==> src/rtl/remote_controller_pkg.sv <==
`default_nettype none
// ============================================================================
// Module      : remote_controller_pkg
// Description : Shared types and constants for the IR remote decoder: FSM
//               state type, frame length, checksum constant and key table.
// Revision    : 1.0 - initial release
// ============================================================================
package remote_controller_pkg;

  typedef enum logic [1:0] {
    IDLE      = 2'd0,
    RECV      = 2'd1,
    CHECK     = 2'd2,
    WAIT_HIGH = 2'd3
  } rc_state_t;

  localparam int FRAME_BITS = 32;
  localparam int CNT_W      = 6;

  // A byte plus its bitwise complement always sums to all-ones.
  localparam logic [7:0] SUM_OK = 8'hFF;

  localparam int KEY_COUNT = 16;
  localparam logic [7:0] KEY_TABLE [KEY_COUNT] = '{
    8'h00, 8'h01, 8'h02, 8'h03, 8'h04, 8'h05, 8'h06, 8'h07,
    8'h08, 8'h09, 8'h10, 8'h11, 8'h12, 8'h1A, 8'h1E, 8'h1F
  };

endpackage
`default_nettype wire

==> src/rtl/remote_key_lut.sv <==
`default_nettype none
// ============================================================================
// Module      : remote_key_lut
// Description : Combinational key-table lookup; hit=1 when code is a known key.
// Revision    : 1.0 - initial release
// ============================================================================
module remote_key_lut
  import remote_controller_pkg::*;
(
  input  logic [7:0] code,
  output logic       hit
);

  always_comb begin
    hit = 1'b0;
    for (int i = 0; i < KEY_COUNT; i++) begin
      if (code == KEY_TABLE[i]) begin
        hit = 1'b1;
      end
    end
  end

endmodule
`default_nettype wire

==> src/rtl/remote_controller.sv <==
`default_nettype none
// ============================================================================
// Module      : remote_controller
// Description : Serial IR frame decoder (start bit + addr/~addr/cmd/~cmd, LSB
//               first). Define REMOTE_ADDR_CHECK_EN to also validate address.
// Revision    : 1.0 - initial release
// ============================================================================
module remote_controller
  import remote_controller_pkg::*;
(
  input  logic       clk,
  input  logic       rst,
  input  logic       serial,
  output logic [7:0] tecla,
  output logic       ready
);

  localparam logic [CNT_W-1:0] c_last_bit = CNT_W'(FRAME_BITS - 1);

  rc_state_t             r_state;
  logic [CNT_W-1:0]      r_cnt;
  logic [FRAME_BITS-1:0] r_shift;

  logic [7:0] w_addr;
  logic [7:0] w_addr_n;
  logic [7:0] w_cmd;
  logic [7:0] w_cmd_n;
  logic [7:0] w_cmd_sum;
  logic       w_cmd_ok;
  logic       w_addr_ok;
  logic       w_key_hit;
  logic       w_valid;

  // Bits enter at the MSB and shift down, so the first bit lands in bit 0.
  assign w_addr    = r_shift[7:0];
  assign w_addr_n  = r_shift[15:8];
  assign w_cmd     = r_shift[23:16];
  assign w_cmd_n   = r_shift[31:24];
  assign w_cmd_sum = w_cmd + w_cmd_n;
  assign w_cmd_ok  = (w_cmd_sum == SUM_OK);

`ifdef REMOTE_ADDR_CHECK_EN
  logic [7:0] w_addr_sum;
  assign w_addr_sum = w_addr + w_addr_n;
  assign w_addr_ok  = (w_addr_sum == SUM_OK);
`else
  logic w_addr_unused;
  assign w_addr_unused = ^{w_addr, w_addr_n};
  assign w_addr_ok     = 1'b1;
`endif

  assign w_valid = w_cmd_ok && w_addr_ok && w_key_hit;

  remote_key_lut u_key_lut (
    .code (w_cmd),
    .hit  (w_key_hit)
  );

  always_ff @(posedge clk or posedge rst) begin
    if (rst) begin
      r_state <= IDLE;
      r_cnt   <= '0;
      r_shift <= '0;
      tecla   <= 8'h00;
      ready   <= 1'b0;
    end else begin
      ready <= 1'b0;
      case (r_state)
        IDLE: begin
          if (!serial) begin
            r_state <= RECV;
            r_cnt   <= '0;
          end
        end
        RECV: begin
          r_shift <= {serial, r_shift[FRAME_BITS-1:1]};
          r_cnt   <= r_cnt + 1'b1;
          if (r_cnt == c_last_bit) begin
            r_state <= CHECK;
          end
        end
        CHECK: begin
          if (w_valid) begin
            tecla <= w_cmd;
            ready <= 1'b1;
          end
          r_state <= WAIT_HIGH;
        end
        WAIT_HIGH: begin
          // A held-low line must idle high before another start bit counts.
          if (serial) begin
            r_state <= IDLE;
          end
        end
        default: r_state <= IDLE;
      endcase
    end
  end

endmodule
`default_nettype wire

==> config.mk <==
export PLATFORM = sky130hd
export DESIGN_NAME = remote_controller
export DESIGN_NICKNAME = d
export VERILOG_FILES = /design/src/rtl/remote_controller_pkg.sv /design/src/rtl/remote_key_lut.sv /design/src/rtl/remote_controller.sv
export SDC_FILE = /design/constraint.sdc
export NUM_CORES = 1
export LEC_CHECK = 0
export CORE_UTILIZATION = 60
export CTS_CLUSTER_SIZE = 16
export DETAILED_ROUTE_END_ITERATION = 7
export GPL_ROUTABILITY_DRIVEN = 0
export GPL_TIMING_DRIVEN = 0
export PLACE_DENSITY = 0.92
export SLEW_MARGIN = 20
export SYNTH_ARGS = -nofsm -noshare
export SYNTH_HDL_FRONTEND = slang
export SYNTH_SLANG_ARGS = --single-unit
export TNS_END_PERCENT = 5
==> constraint.sdc <==
create_clock -name clk -period 4 [get_ports clk]
set_clock_uncertainty 0.2 [all_clocks]
set_input_delay 1.2 -clock clk [delete_from_list [all_inputs] [get_ports clk]]
set_output_delay 1.2 -clock clk [all_outputs]
set_load 0.01 [all_outputs]
==> metrics.sh <==
RESULT_OF_THE_RUN='finished clean'
SINK_COUNT_OF_THE_CLOCK_TREE=33
HOLD_CLASS='register to register'
SETUP_REPAIR_AFTER_GLOBAL_ROUTING_MISSED_ITS_MARGIN='false'
SETUP.WORST_PATH.END_CLASS='register'
ANTENNA_FOUND_INITIAL=0
CRITPATHLAUNCHTYPE='register'
SYNTHESIS.AREA_UM2=1750
FLOW.AREA_GROWTH_FROM_SYNTHESIS_PCT=11.6
POST_CTS_BUFFERS=0
SYNTH-WARNING-COUNT=0
MUXSHAREOFSYNTHAREA=0.143
OVERALL_DIE_HEIGHT_UM=56.1
SYNTH_EDF_COUNT=0
CTS.PATH.MAX_BUFFERS=2
CTSRESIZECOUNT=0
YOSYS_MOST_USED_DFF='dfrtp_1'
POST_SYNTH_FA_HA_MAJ_AREA_FRACTION=0.0970
INITIAL_CELL_DENSITY_OF_THE_CORE=0.636
ROUTE.ANTENNA.REMAINING_NETS=0
CLOCK_SLEW_AT_REPORTED_PATH_FFS_PS=110
POWER.DENSITY_nW_PER_UM2=712
CELLLEAKAGEPOWER_uW=0.000875
P_TOTAL_uW=1390
CLOCK_TREE_FROM_TRITONCTS='yes'
CRIT_TYPE='register to register'
NUM-NETS-FINAL=184
POST_SYNTH_AND_OR_NAND_NOR_AREA_FRACTION=0.124
SETUP_TNS_FINAL_PS=0
N_ANTENNA_CELL=0
DESIGN.DIE.AREA_UM2=3140
CP_DATA_ARRIVAL_TIME_PS=2980
CRIT_FANOUT=8
ASYNCSETRESETFLOPFRACSYNTH=1.00
PLACE.PORT_BUFFERS=11
SYNTH-COMPOUND-AREA-SHARE=0.120
SYNTHESIS.AREA_PER_INSTANCE_UM2=11.7
YOSYS.AREA_SHARE.XOR_XNOR=0.0200
SYNTHCELLS=150
SYNTH.DISTINCT_CELLS=41
SYNTH.NET_COUNT=166
CLOCK_TREE.ROOT_CELL='clkbuf_4'
GRT_MAX_DEGREE=34
DETAIL_ROUTE.WIRELENGTH_UM=3190
GRT_PASS1_WL_UM=5750
FINAL_COMMON_CELL='dfrtp_1'
VIA_COUNT_OF_THE_FIRST_GLOBAL_ROUTING_PASS=1293
TIME_THE_FINAL_WORST_PATH_NEEDS_WITH_I_O_DELAYS_AND_SETUP_PS=2950
GROUTE.USAGE.OVERALL=0.240
SYNTH-SEQ-AREA-SHARE=0.471
ACHIEVABLE-FREQUENCY_MHz=339
DRT_ITER0_MARKERS=53
WL_PER_CELL_UM=15.9
POSTCTSHOLDBUFS=0
GRT-OVFL-TOTAL=0
VDD_DROP_MAX_mV=0.539
ROUTE.VIAS.TOTAL=1225
WORST-SLEW-PIN-TRANSITION_PS=662
MAX_CAP_VIOL_COUNT=0
CTS_MADE_BUFFERS=5
CORE_UM2=2760
FINAL_LAYOUT_SIZE_SUFFIX_GT1_FRAC=0.201
POSTSYNTHREGISTERBITS=33
LAYOUT.FILLER_CELLS=186
VIAS_PER_CELL=6.13
FP.DIEW_UM=56.1
LAYOUT.CELLS.MOST_COMMON_LIST='33 x dfrtp_1, 20 x mux2_2, 12 x ha_1'
HPWLAFTERDP_UM=2390
CORE.ROWCOUNT=19
SETUP-VIOLATIONS-FINAL=0
DATA_REQUIRED_CRITICAL_PATH_PS=4030
TIMING.SLEW.HEADROOM=0.558
IOS=12
SYNTH_TOP_FAMILY_BY_AREA='multiplexers'
FIRST_PASS_DETAILED_ROUTE_ITERATION_TOTAL=5
TIMING_MAX_TRANSITION_VIOLATIONS_FINAL=0
HTREE_LEVELS=2
CLK_LATENCY_PS=340
FINAL.PERIOD_UTILIZATION=0.737
DETAIL_ROUTE.DRC_VIOLATIONS=0
TIMING.FINAL.HOLD_VIOLATIONS=0
==> cells by family (layout without fill, tap and decap cells) <==
logic type	after synthesis	after routing
simple gates	38	38
xor+xnor	4	4
compound gates	28	28
flops	33	33
buf+inv	12	31
mux	22	22
fa+ha+maj	13	13
==> power by group <==
part | internal, uW | total, uW | switching [uW]
combinational | 319 | 663 | 344
sequential | 434 | 550 | 117
clock | 66.1 | 181 | 115
==> layout make-up <==
class                      count  area [um^2]  share of cell area
sequential                    33          826               0.422
clock inverter                 3         17.5             0.00895
inverter                       9         33.8              0.0173
clock buffer                   5         37.5              0.0192
buffer                         3         11.3             0.00575
timing repair buffer          11          110              0.0562
tap                           31         38.8              0.0198
multi-input combinational    105          883               0.451
==> stage by stage <==
| stage | area (um^2) | setup WS (ps) | hold WS (ps) | util | std cells |
|---|---|---|---|---|---|
| floorplan | 1750 | 1320 | 285 | - | 150 |
| global placement | 1900 | 1130 | 269 | 0.690 | 192 |
| detailed placement | 1900 | 1050 | 271 | 0.690 | 192 |
| CTS | 1960 | 1060 | 299 | 0.710 | 200 |
| global route | 1960 | 844 | 329 | 0.710 | 200 |
| finish | 1960 | 1050 | 292 | 0.710 | 200 |
==> state kept, by name, indices dropped and copies added (netlist names) <==
name and cells:
ready 1, tecla 8, r_shift 16, r_cnt 6, r_state 2
==> worst paths after layout <==
check | startpoint | slack, ps | endpoint | cells after the start
max reg2reg | r_shift[16]$_DFFE_PP0P_ | 1050 | tecla[4]$_DFFE_PP0P_ | 8
min in group asynchronous | rst | 1060 | r_shift[17]$_DFFE_PP0P_ | 2
max | r_shift[16]$_DFFE_PP0P_ | 1050 | tecla[4]$_DFFE_PP0P_ | 8
max in group asynchronous | rst | 2110 | r_shift[26]$_DFFE_PP0P_ | 2
min reg2reg | tecla[6]$_DFFE_PP0P_ | 290 | tecla[6]$_DFFE_PP0P_ | 1
min | tecla[6]$_DFFE_PP0P_ | 290 | tecla[6]$_DFFE_PP0P_ | 1
==> routing by layer <==
layer	vias to the layer above	part of all wire	GRT usage
met5	-	0	0
met4	0	0.020	0.0871
met3	9	0.049	0.0744
met2	43	0.52	0.415
met1	591	0.41	0.280
li1	582	-	-
==> Yosys cell counts, types with 3 or more instances <==
library cell / number / area [um^2]
nor2_1: 4 / 15.0
and2_1: 3 / 18.8
nand3_1: 4 / 20.0
o21ai_0: 6 / 30.0
ha_1: 12 / 150
mux2_2: 20 / 225
a21oi_1: 5 / 25.0
inv_1: 8 / 30.0
nand2_1: 8 / 30.0
clkbuf_1: 3 / 11.3
dfrtp_1: 33 / 826
nor3_1: 4 / 20.0
nand2b_1: 3 / 18.8
==> worst max-delay path, stage by stage (launching register included) <==
cell,delay [ps]
dfrtp_1,440
ha_1,260
fa_1,480
nor4b_1,230
nand4_1,140
nor4_1,380
o2111ai_4,280
inv_2,130
mux2_4,300
Note: power is estimated with default switching activity, not from simulation.
